**config.mk**
```make
export PLATFORM = sky130hd
export DESIGN_NAME = mem_port_arbiter_flat
export DESIGN_NICKNAME = d
export VERILOG_FILES = /design/src/rtl/mem_port_arbiter_if.sv /design/src/rtl/mem_port_arbiter.sv /design/src/flat_wrapper.sv
export SDC_FILE = /design/constraint.sdc
export NUM_CORES = 1
export LEC_CHECK = 0
export CAP_MARGIN = 20
export CELL_PAD_IN_SITES_DETAIL_PLACEMENT = 1
export CELL_PAD_IN_SITES_GLOBAL_PLACEMENT = 1
export CORE_MARGIN = 2
export CORE_UTILIZATION = 26
export DETAILED_ROUTE_END_ITERATION = 10
export GPL_ROUTABILITY_DRIVEN = 0
export PLACE_DENSITY_LB_ADDON = 0.3
export SYNTH_ARGS = -nofsm -noshare
export SYNTH_HDL_FRONTEND = slang
export SYNTH_SLANG_ARGS = --single-unit
```
**constraint.sdc**
```tcl
create_clock -name clk -period 1.4 [get_ports clk]
set_input_delay 0.14 -clock clk [delete_from_list [all_inputs] [get_ports clk]]
set_output_delay 0.14 -clock clk [all_outputs]
set_load 0.005 [all_outputs]
```
**src/rtl/mem_port_arbiter_if.sv**
```systemverilog
// Bundle of requester-side, memory-side and status signals for the shared memory port.
// The arbiter takes the slave view; the requesters and the memory take the master view.
interface mem_port_arbiter_if #(
   parameter int AW = 8,
   parameter int DW = 8
);
   logic          if_req;
   logic [AW-1:0] if_addr;
   logic          if_gnt;
   logic          if_valid;
   logic [DW-1:0] if_rdata;

   logic          dm_req;
   logic          dm_we;
   logic [AW-1:0] dm_addr;
   logic [DW-1:0] dm_wdata;
   logic          dm_gnt;
   logic          dm_valid;
   logic [DW-1:0] dm_rdata;

   logic          mem_en;
   logic          mem_we;
   logic [AW-1:0] mem_addr;
   logic [DW-1:0] mem_wdata;
   logic [DW-1:0] mem_rdata;

   logic          busy;

   modport slave (
      input  if_req, if_addr, dm_req, dm_we, dm_addr, dm_wdata, mem_rdata,
      output if_gnt, if_valid, if_rdata, dm_gnt, dm_valid, dm_rdata,
      output mem_en, mem_we, mem_addr, mem_wdata, busy
   );

   modport master (
      output if_req, if_addr, dm_req, dm_we, dm_addr, dm_wdata, mem_rdata,
      input  if_gnt, if_valid, if_rdata, dm_gnt, dm_valid, dm_rdata,
      input  mem_en, mem_we, mem_addr, mem_wdata, busy
   );
endinterface

```
**src/rtl/mem_port_arbiter.sv**
```systemverilog
// Arbitrates a single-ported unified memory between instruction fetch (IF) and data access (DM).
// Each access holds the memory for MEM_LAT cycles, then pulses the owner's valid for one cycle.
module mem_port_arbiter #(
   parameter int AW           = 8,
   parameter int DW           = 8,
   parameter int MEM_LAT      = 1,
   parameter int DM_BURST_MAX = 3
) (
   input  logic                clk,
   input  logic                rst,
   mem_port_arbiter_if.slave   bus
);

   localparam int CW = $clog2(MEM_LAT + 1);
   localparam int BW = $clog2(DM_BURST_MAX + 1);

   typedef enum logic [1:0] {
      ST_IDLE,
      ST_ACCESS,
      ST_DONE
   } state_t;

   state_t        state_reg, state_next;
   logic [CW-1:0] cnt_reg, cnt_next;
   logic [BW-1:0] consec_dm_reg, consec_dm_next;
   logic          owner_dm_reg, owner_dm_next;
   logic          we_reg, we_next;
   logic [AW-1:0] addr_reg, addr_next;
   logic [DW-1:0] wdata_reg, wdata_next;
   logic [DW-1:0] if_rdata_reg, if_rdata_next;
   logic [DW-1:0] dm_rdata_reg, dm_rdata_next;

   logic          any_req;
   logic          grant_dm;

   // DM normally wins; IF gets the port once DM has taken DM_BURST_MAX grants in a row on it.
   assign any_req  = bus.if_req | bus.dm_req;
   assign grant_dm = bus.dm_req & ~(bus.if_req & (consec_dm_reg == BW'(DM_BURST_MAX)));

   always_comb begin
      state_next     = state_reg;
      cnt_next       = cnt_reg;
      consec_dm_next = consec_dm_reg;
      owner_dm_next  = owner_dm_reg;
      we_next        = we_reg;
      addr_next      = addr_reg;
      wdata_next     = wdata_reg;
      if_rdata_next  = if_rdata_reg;
      dm_rdata_next  = dm_rdata_reg;

      case (state_reg)
         ST_IDLE, ST_DONE: begin
            state_next = ST_IDLE;
            if (!bus.if_req) begin
               consec_dm_next = '0;
            end else if (grant_dm) begin
               if (consec_dm_reg != BW'(DM_BURST_MAX)) begin
                  consec_dm_next = consec_dm_reg + BW'(1);
               end
            end else begin
               consec_dm_next = '0;
            end

            if (any_req) begin
               state_next    = ST_ACCESS;
               cnt_next      = CW'(MEM_LAT);
               owner_dm_next = grant_dm;
               we_next       = grant_dm & bus.dm_we;
               addr_next     = grant_dm ? bus.dm_addr : bus.if_addr;
               wdata_next    = grant_dm ? bus.dm_wdata : '0;
            end
         end

         ST_ACCESS: begin
            cnt_next = cnt_reg - CW'(1);
            if (cnt_reg == CW'(1)) begin
               state_next = ST_DONE;
               // Stores leave the load data register untouched.
               if (!we_reg) begin
                  if (owner_dm_reg) begin
                     dm_rdata_next = bus.mem_rdata;
                  end else begin
                     if_rdata_next = bus.mem_rdata;
                  end
               end
            end
         end

         default: begin
            state_next = ST_IDLE;
         end
      endcase
   end

   always_ff @(posedge clk) begin
      if (rst) begin
         state_reg     <= ST_IDLE;
         cnt_reg       <= '0;
         consec_dm_reg <= '0;
         owner_dm_reg  <= 1'b0;
         we_reg        <= 1'b0;
         addr_reg      <= '0;
         wdata_reg     <= '0;
         if_rdata_reg  <= '0;
         dm_rdata_reg  <= '0;
      end else begin
         state_reg     <= state_next;
         cnt_reg       <= cnt_next;
         consec_dm_reg <= consec_dm_next;
         owner_dm_reg  <= owner_dm_next;
         we_reg        <= we_next;
         addr_reg      <= addr_next;
         wdata_reg     <= wdata_next;
         if_rdata_reg  <= if_rdata_next;
         dm_rdata_reg  <= dm_rdata_next;
      end
   end

   // Every output is a register or a decode of registered state.
   assign bus.mem_en    = (state_reg == ST_ACCESS);
   assign bus.mem_we    = (state_reg == ST_ACCESS) & owner_dm_reg & we_reg;
   assign bus.mem_addr  = addr_reg;
   assign bus.mem_wdata = wdata_reg;
   assign bus.if_gnt    = (state_reg == ST_ACCESS) & ~owner_dm_reg;
   assign bus.dm_gnt    = (state_reg == ST_ACCESS) & owner_dm_reg;
   assign bus.if_valid  = (state_reg == ST_DONE) & ~owner_dm_reg;
   assign bus.dm_valid  = (state_reg == ST_DONE) & owner_dm_reg;
   assign bus.if_rdata  = if_rdata_reg;
   assign bus.dm_rdata  = dm_rdata_reg;
   assign bus.busy      = (state_reg != ST_IDLE);

endmodule

```
**src/flat_wrapper.sv**
```systemverilog
// flat-port wrapper written by rule: the top's interface ports become plain ports
module mem_port_arbiter_flat 
#(
   parameter int AW           = 8,
   parameter int DW           = 8,
   parameter int MEM_LAT      = 1,
   parameter int DM_BURST_MAX = 3
)
  (clk, rst, bus_if_req, bus_if_addr, bus_dm_req, bus_dm_we, bus_dm_addr, bus_dm_wdata, bus_mem_rdata, bus_if_gnt, bus_if_valid, bus_if_rdata, bus_dm_gnt, bus_dm_valid, bus_dm_rdata, bus_mem_en, bus_mem_we, bus_mem_addr, bus_mem_wdata, bus_busy);
  mem_port_arbiter_if #(.AW(AW), .DW(DW)) bus_i ();
  input  logic clk;
  input  logic rst;
  input wire logic [$bits(bus_i.if_req)-1:0] bus_if_req;
  input wire logic [$bits(bus_i.if_addr)-1:0] bus_if_addr;
  input wire logic [$bits(bus_i.dm_req)-1:0] bus_dm_req;
  input wire logic [$bits(bus_i.dm_we)-1:0] bus_dm_we;
  input wire logic [$bits(bus_i.dm_addr)-1:0] bus_dm_addr;
  input wire logic [$bits(bus_i.dm_wdata)-1:0] bus_dm_wdata;
  input wire logic [$bits(bus_i.mem_rdata)-1:0] bus_mem_rdata;
  output wire logic [$bits(bus_i.if_gnt)-1:0] bus_if_gnt;
  output wire logic [$bits(bus_i.if_valid)-1:0] bus_if_valid;
  output wire logic [$bits(bus_i.if_rdata)-1:0] bus_if_rdata;
  output wire logic [$bits(bus_i.dm_gnt)-1:0] bus_dm_gnt;
  output wire logic [$bits(bus_i.dm_valid)-1:0] bus_dm_valid;
  output wire logic [$bits(bus_i.dm_rdata)-1:0] bus_dm_rdata;
  output wire logic [$bits(bus_i.mem_en)-1:0] bus_mem_en;
  output wire logic [$bits(bus_i.mem_we)-1:0] bus_mem_we;
  output wire logic [$bits(bus_i.mem_addr)-1:0] bus_mem_addr;
  output wire logic [$bits(bus_i.mem_wdata)-1:0] bus_mem_wdata;
  output wire logic [$bits(bus_i.busy)-1:0] bus_busy;
  assign bus_i.if_req = bus_if_req;
  assign bus_i.if_addr = bus_if_addr;
  assign bus_i.dm_req = bus_dm_req;
  assign bus_i.dm_we = bus_dm_we;
  assign bus_i.dm_addr = bus_dm_addr;
  assign bus_i.dm_wdata = bus_dm_wdata;
  assign bus_i.mem_rdata = bus_mem_rdata;
  assign bus_if_gnt = bus_i.if_gnt;
  assign bus_if_valid = bus_i.if_valid;
  assign bus_if_rdata = bus_i.if_rdata;
  assign bus_dm_gnt = bus_i.dm_gnt;
  assign bus_dm_valid = bus_i.dm_valid;
  assign bus_dm_rdata = bus_i.dm_rdata;
  assign bus_mem_en = bus_i.mem_en;
  assign bus_mem_we = bus_i.mem_we;
  assign bus_mem_addr = bus_i.mem_addr;
  assign bus_mem_wdata = bus_i.mem_wdata;
  assign bus_busy = bus_i.busy;
  mem_port_arbiter #(.AW(AW), .DW(DW), .MEM_LAT(MEM_LAT), .DM_BURST_MAX(DM_BURST_MAX)) u_core (.clk(clk), .rst(rst), .bus(bus_i));
endmodule
```
# Yosys cells after proc, flatten, opt, wreduce, memory -nomap -nowiden
# Cells that the tools add are included.
[classes] reduce_logical=9 n_eq_ne=7 multipliers=0 bitwise=12 n_mux=10 div=0 add_sub_neg=2 n_shift=0 n_lt_le_gt_ge=0
[op_table] operator="$mux 8" count=2
[op_table] operator="$and 1x1->1" count=8
[op_table] operator="$mux 2" count=4
[op_table] operator="$reduce_and 4->1" count=2
[op_table] operator="$reduce_and 2->1" count=3
[op_table] operator="$eq 2x2->1 const B" count=2
[op_table] operator="$ne 2x1->1 const B" count=2
[op_table] operator="$pmux 2 s2" count=1
[op_table] operator="$reduce_bool 2->1" count=2
[op_table] operator="$ne 3x3->1 const B" count=1
[op_table] operator="$not 1->1" count=3
[op_table] operator="$add 2x1->2 const B" count=1
[op_table] operator="$eq 2x1->1 const B" count=1
[op_table] operator="$logic_not 2->1" count=1
[op_table] operator="$mux 1" count=2
[op_table] operator="$ne 2x2->1 const B" count=1
[op_table] operator="$pmux 1 s2" count=1
[op_table] operator="$reduce_or 2->1" count=1
[op_table] operator="$or 1x1->1" count=1
[op_table] operator="$sub 1x1->1 const B" count=1
[word_totals] input_bits=37 ramBits=0 mem_count=0 regBits=39 latch_bits=0 rom_bits=0 out_inout_bits=39

# Logic depth before layout (Yosys ltp)
[logic_depth] word_depth=6 ltp_mapped=5

# Worst setup path after synthesis
# Ideal clock, no wire load.
[synth_path] path_type="register -> register" from="reg u_core.consec_dm_reg[0]" to="reg u_core.wdata_reg[0] (netlist: u_core.bus.mem_wdata[0])" path_buffers=1 t_required_ns=1.341 setup_time_ns=0.059 arrival_ns=1.396 path_stages_with_launch=6 slack_ns=-0.056 path_cell_list="dfxtp_1 > ha_1 > a21bo_1 > clkbuf_1 > nor3_2 > a22o_1"
[synth_via] elab_chain_len=5
[synth_lines] item="from (decl)" line="mem_port_arbiter.sv:25" source="logic [BW-1:0] consec_dm_reg, consec_dm_next;"
[synth_lines] item="from (signal assigned)" line="mem_port_arbiter.sv:109" source="consec_dm_reg <= consec_dm_next;"
[synth_lines] item="$eq 2x2->1" line="mem_port_arbiter.sv:38" source="assign grant_dm = bus.dm_req & ~(bus.if_req & (consec_dm_reg == BW'(DM_BURST_MAX)));"
[synth_lines] item="$and 1x1->1" line="mem_port_arbiter.sv:38"
[synth_lines] item="$not 1->1" line="mem_port_arbiter.sv:38"
[synth_lines] item="$and 1x1->1" line="mem_port_arbiter.sv:38"
[synth_lines] item="$mux 8" line="mem_port_arbiter.sv:70" source="wdata_next = grant_dm ? bus.dm_wdata : '0;"
[synth_lines] item="to (signal assigned)" line="mem_port_arbiter.sv:113" source="wdata_reg <= wdata_next;"
[synth_lines] item="to (decl)" line="mem_port_arbiter.sv:29" source="logic [DW-1:0] wdata_reg, wdata_next;"
# No other way between the ends.
# A chain may end at the register's enable or synchronous reset.

# Final worst setup path
[layout_path] from="reg u_core.state_reg[1]" to="reg u_core.dm_rdata_reg[6] (netlist: u_core.bus.dm_rdata[6])"
[layout_via] elab_chain_len=2
[layout_lines] item="from (decl)" line="mem_port_arbiter.sv:23" source="state_t state_reg, state_next;"
[layout_lines] item="from (signal assigned)" line="mem_port_arbiter.sv:107" source="state_reg <= state_next;"
[layout_lines] item="$eq 2x1->1" line="mem_port_arbiter.sv:51" source="case (state_reg)"
[layout_lines] item="$reduce_and 4->1 (no source line)"
[layout_lines] item="to (signal assigned)" line="mem_port_arbiter.sv:115" source="dm_rdata_reg <= dm_rdata_next;"
[layout_lines] item="to (decl)" line="mem_port_arbiter.sv:31" source="logic [DW-1:0] dm_rdata_reg, dm_rdata_next;"
# No other way between the ends.

==> metrics.md <==
| Metric | Value |
|---|---|
| Final setup fails | 0 |
| Total power | 0.00273 W |
| Mapped Cells | 161 |
| PwrDens | 1000 nW/µm² |
| Nets | 292 |
| Crit end category | flop |
| Worst r2r dst | u_core.bus.dm_rdata[6] |
| HP Class | in -> reg |
| Max-slew headroom | 74.6% |
| First-pass GRT wire length | 7320 µm |
| Placement row count | 28 |
| Vias in the first global route | 1,543 |
| CP bufs+invs | 0 |
| Sequential area share after synthesis | 49.0% |
| CP peak stage delay | 0.63 ns |
| Yosys warns | 0 |
| Synthesized Nets | 199 |
| Inserted Clock Buffers | 5 |
| Initial antenna violation count | 0 |
| Worst Setup SP | u_core.state_reg[1] |
| Syn Area/Cell | 9.89 µm² |
| Critical path data required time | 1.57 ns |
| DP HPWL | 3450 µm |
| Crit-path cells | nand2b_4, or4_4, mux2i_1 |
| Worst vdd ir | 0.470 mV |
| CTS clk-pin slew, worst paths | 0.08 ns |
| Fin area | 2730 µm² |
| GRT Util Overall | 14.4% |
| Vias | 1,491 |
| H-tree depth | 2 |
| # hold bufs at CTS | 0 |
| DRC | 0 |
| LEAKAGE | 1.09 nW |
| Final Critical Period | 1.38 ns |
| CP delay by family, top | simple AND/OR/NAND/NOR gates |
| R2R depth | 3 |
| WS Path Type | reg -> reg |
| Number of antenna diodes | 0 |
| Die Y | 82.3 µm |
| Largest net degree at the start of global routing | 28 |
| PortBufs | 75 |
| Clock Latency Late Sink | 0.29 ns |
| Clk buf depth | 2 |
| Total clock sinks | 39 |
| Routed WL per cell | 14.2 µm |
| Routed WL | 4700 µm |
| Share of layout cells above drive strength 1 | 20.8% |
| Root buffer cell | clkbuf_8 |
| Flop-to-flop setup slack | 0.02 ns |
| Unrepaired setup endpoints after global routing | yes |
| CTS tree | done |
| Via/cell ratio | 4.52 |
| Gr ovfl total | 0 |
| Final core occ | 46.0% |
| CP Launch Type | flop |
| Tcrit/Tclk final | 98.9% |
| DR pass1 iterations | 4 |
| Final Skew | 0.00607 ns |
| Count of pins over their slew limit | 0 |
| Post-route ant nets | 0 |
| Cell Area, Synth | 1590 µm² |
| CP max stage cell | or4_4 |
| Initial cell density of the core | 26.9% |
| Synthesis-to-finish area growth | 71.1% |
| Status | finished clean |
| Reg2reg start | u_core.state_reg[1] |
| Highest Clock Rate | 723 MHz |
| Drt initial violations | 24 |
| Worst setup path end | u_core.bus.dm_rdata[6] |
| #FFs+latches synth | 39 |
| Dpl cell area | 2570 µm² |
| Die width | 82.3 µm |
| CP Depth | 3 |
| Die ar. | 6770 µm² |
| Final Hold Vio Count | 0 |
| Netlist cell types | 30 |
| Least-Margin Pin Slew | 0.381 ns |
| Core area | 5920 µm² |
| CP Max Fanout | 8 |
| Io pins | 76 |
| Hold path startpoint | bus_dm_addr[2] |
| Worst path arrival time | 1.56 ns |
| Max-Cap Viols | 0 |
tightest hold or removal path, delay by kind of cell:
kind                   cells  cell delay [ns]
AO/OA/AOI/OAI              1             0.07
buffers and inverters      1             0.40
AND/OR/NAND/NOR            1             0.05
logic make-up (layout without fill, tap and decap cells):
kind of cell	after synthesis	count (layout)	share of synthesized area, %
AO/OA/AOI/OAI	25	25	13.0
buffers and inverters	12	106	3.53
adder cells (fa/ha/maj)	1	1	0.785
multiplexers	16	16	10.1
AND/OR/NAND/NOR	68	68	23.6
flip-flops	39	39	49.0
what timing repair did:
action	4_1_cts	5_1_grt
endpoints found under the setup margin	14	30
resized for setup	16	18
pin swaps	2	0
buffers inserted	1	1
per-stage QoR:
step | setup slack (ns) | hold slack (ns) | cells | TNS (ns)
4_1_cts | -0.0000997 | 0.419 | 329 | -0.0000997
6_report | 0.0161 | 0.422 | 330 | 0
3_5_place_dp | -0.184 | 0.455 | 320 | -2.30
2_1_floorplan | 0.0236 | 0.273 | 161 | 0
5_1_grt | -0.0356 | 0.424 | 330 | -0.0585
3_3_place_gp | -0.0674 | 0.443 | 320 | -0.997
metal layers:
layer	vias up	wire [µm]	GRT usage, %
li1	747	-	-
met1	696	2020	16.7
met2	44	2300	25.1
met3	4	333	5.00
met4	0	40	4.00
met5	-	0	0
synthesized netlist by cell type, drive strengths merged:
cell type / instances / share of area (%)
dfxtp: 39 / 49
nand2b: 25 / 9.8
nand2: 18 / 4.2
mux2i: 16 / 10
nor2: 13 / 3.2
a22o: 9 / 4.9
a311oi: 8 / 4.4
clkbuf: 5 / 1.2
buf: 4 / 1.6
inv: 3 / 0.71
nor3: 3 / 1.3
a21oi: 2 / 0.63
nor3b: 2 / 0.94
o22ai: 2 / 0.79
a211oi: 1 / 0.47
a21bo: 1 / 0.63
a21boi: 1 / 0.47
and3: 1 / 0.47
ha: 1 / 0.79
nand3: 1 / 0.31
nand4b: 1 / 0.55
nor2b: 1 / 0.39
nor4: 1 / 1.3
o21ba: 1 / 0.63
or2: 1 / 0.39
or4: 1 / 0.71
cell usage in the layout (no fill, tap or decap), types with 4 or more instances in the layout:
| master | n |
|---|---|
| clkdlybuf4s50_1 | 68 |
| dfxtp_1 | 35 |
| nand2b_1 | 24 |
| nand2_1 | 18 |
| mux2i_1 | 16 |
| buf_4 | 14 |
| nor2_1 | 12 |
| a22o_1 | 9 |
| a311oi_1 | 7 |
| clkbuf_8 | 5 |
| clkbuf_2 | 5 |
| buf_12 | 4 |
| dfxtp_2 | 4 |
worst min-delay path by stage:
stage,depth (start not counted),to
final,3,u_core.bus.mem_addr[2]
after global routing,3,u_core.bus.mem_addr[5]
after CTS,3,u_core.bus.mem_addr[2]
after detailed placement,1,u_core.consec_dm_reg[0]
after global placement,1,u_core.consec_dm_reg[0]
after floorplan,1,u_core.bus.mem_wdata[0]
report_power, final:
group / internal, W / switching [W]
clock network: 0.000531 / 0.000408
logic: 0.000355 / 0.000216
registers: 0.00118 / 0.0000427
total: 0.00206 / 0.000667
area by class of cell:
type	instances	area, µm²
inverters	3	11.3
repair buffers	95	928
well taps	75	93.8
clock buffers	5	68.8
clock inverters	3	43.8
fillers	669	3200
multi-input cells	110	793
flip-flops and latches	39	786
(Power assumes the default switching activity.)
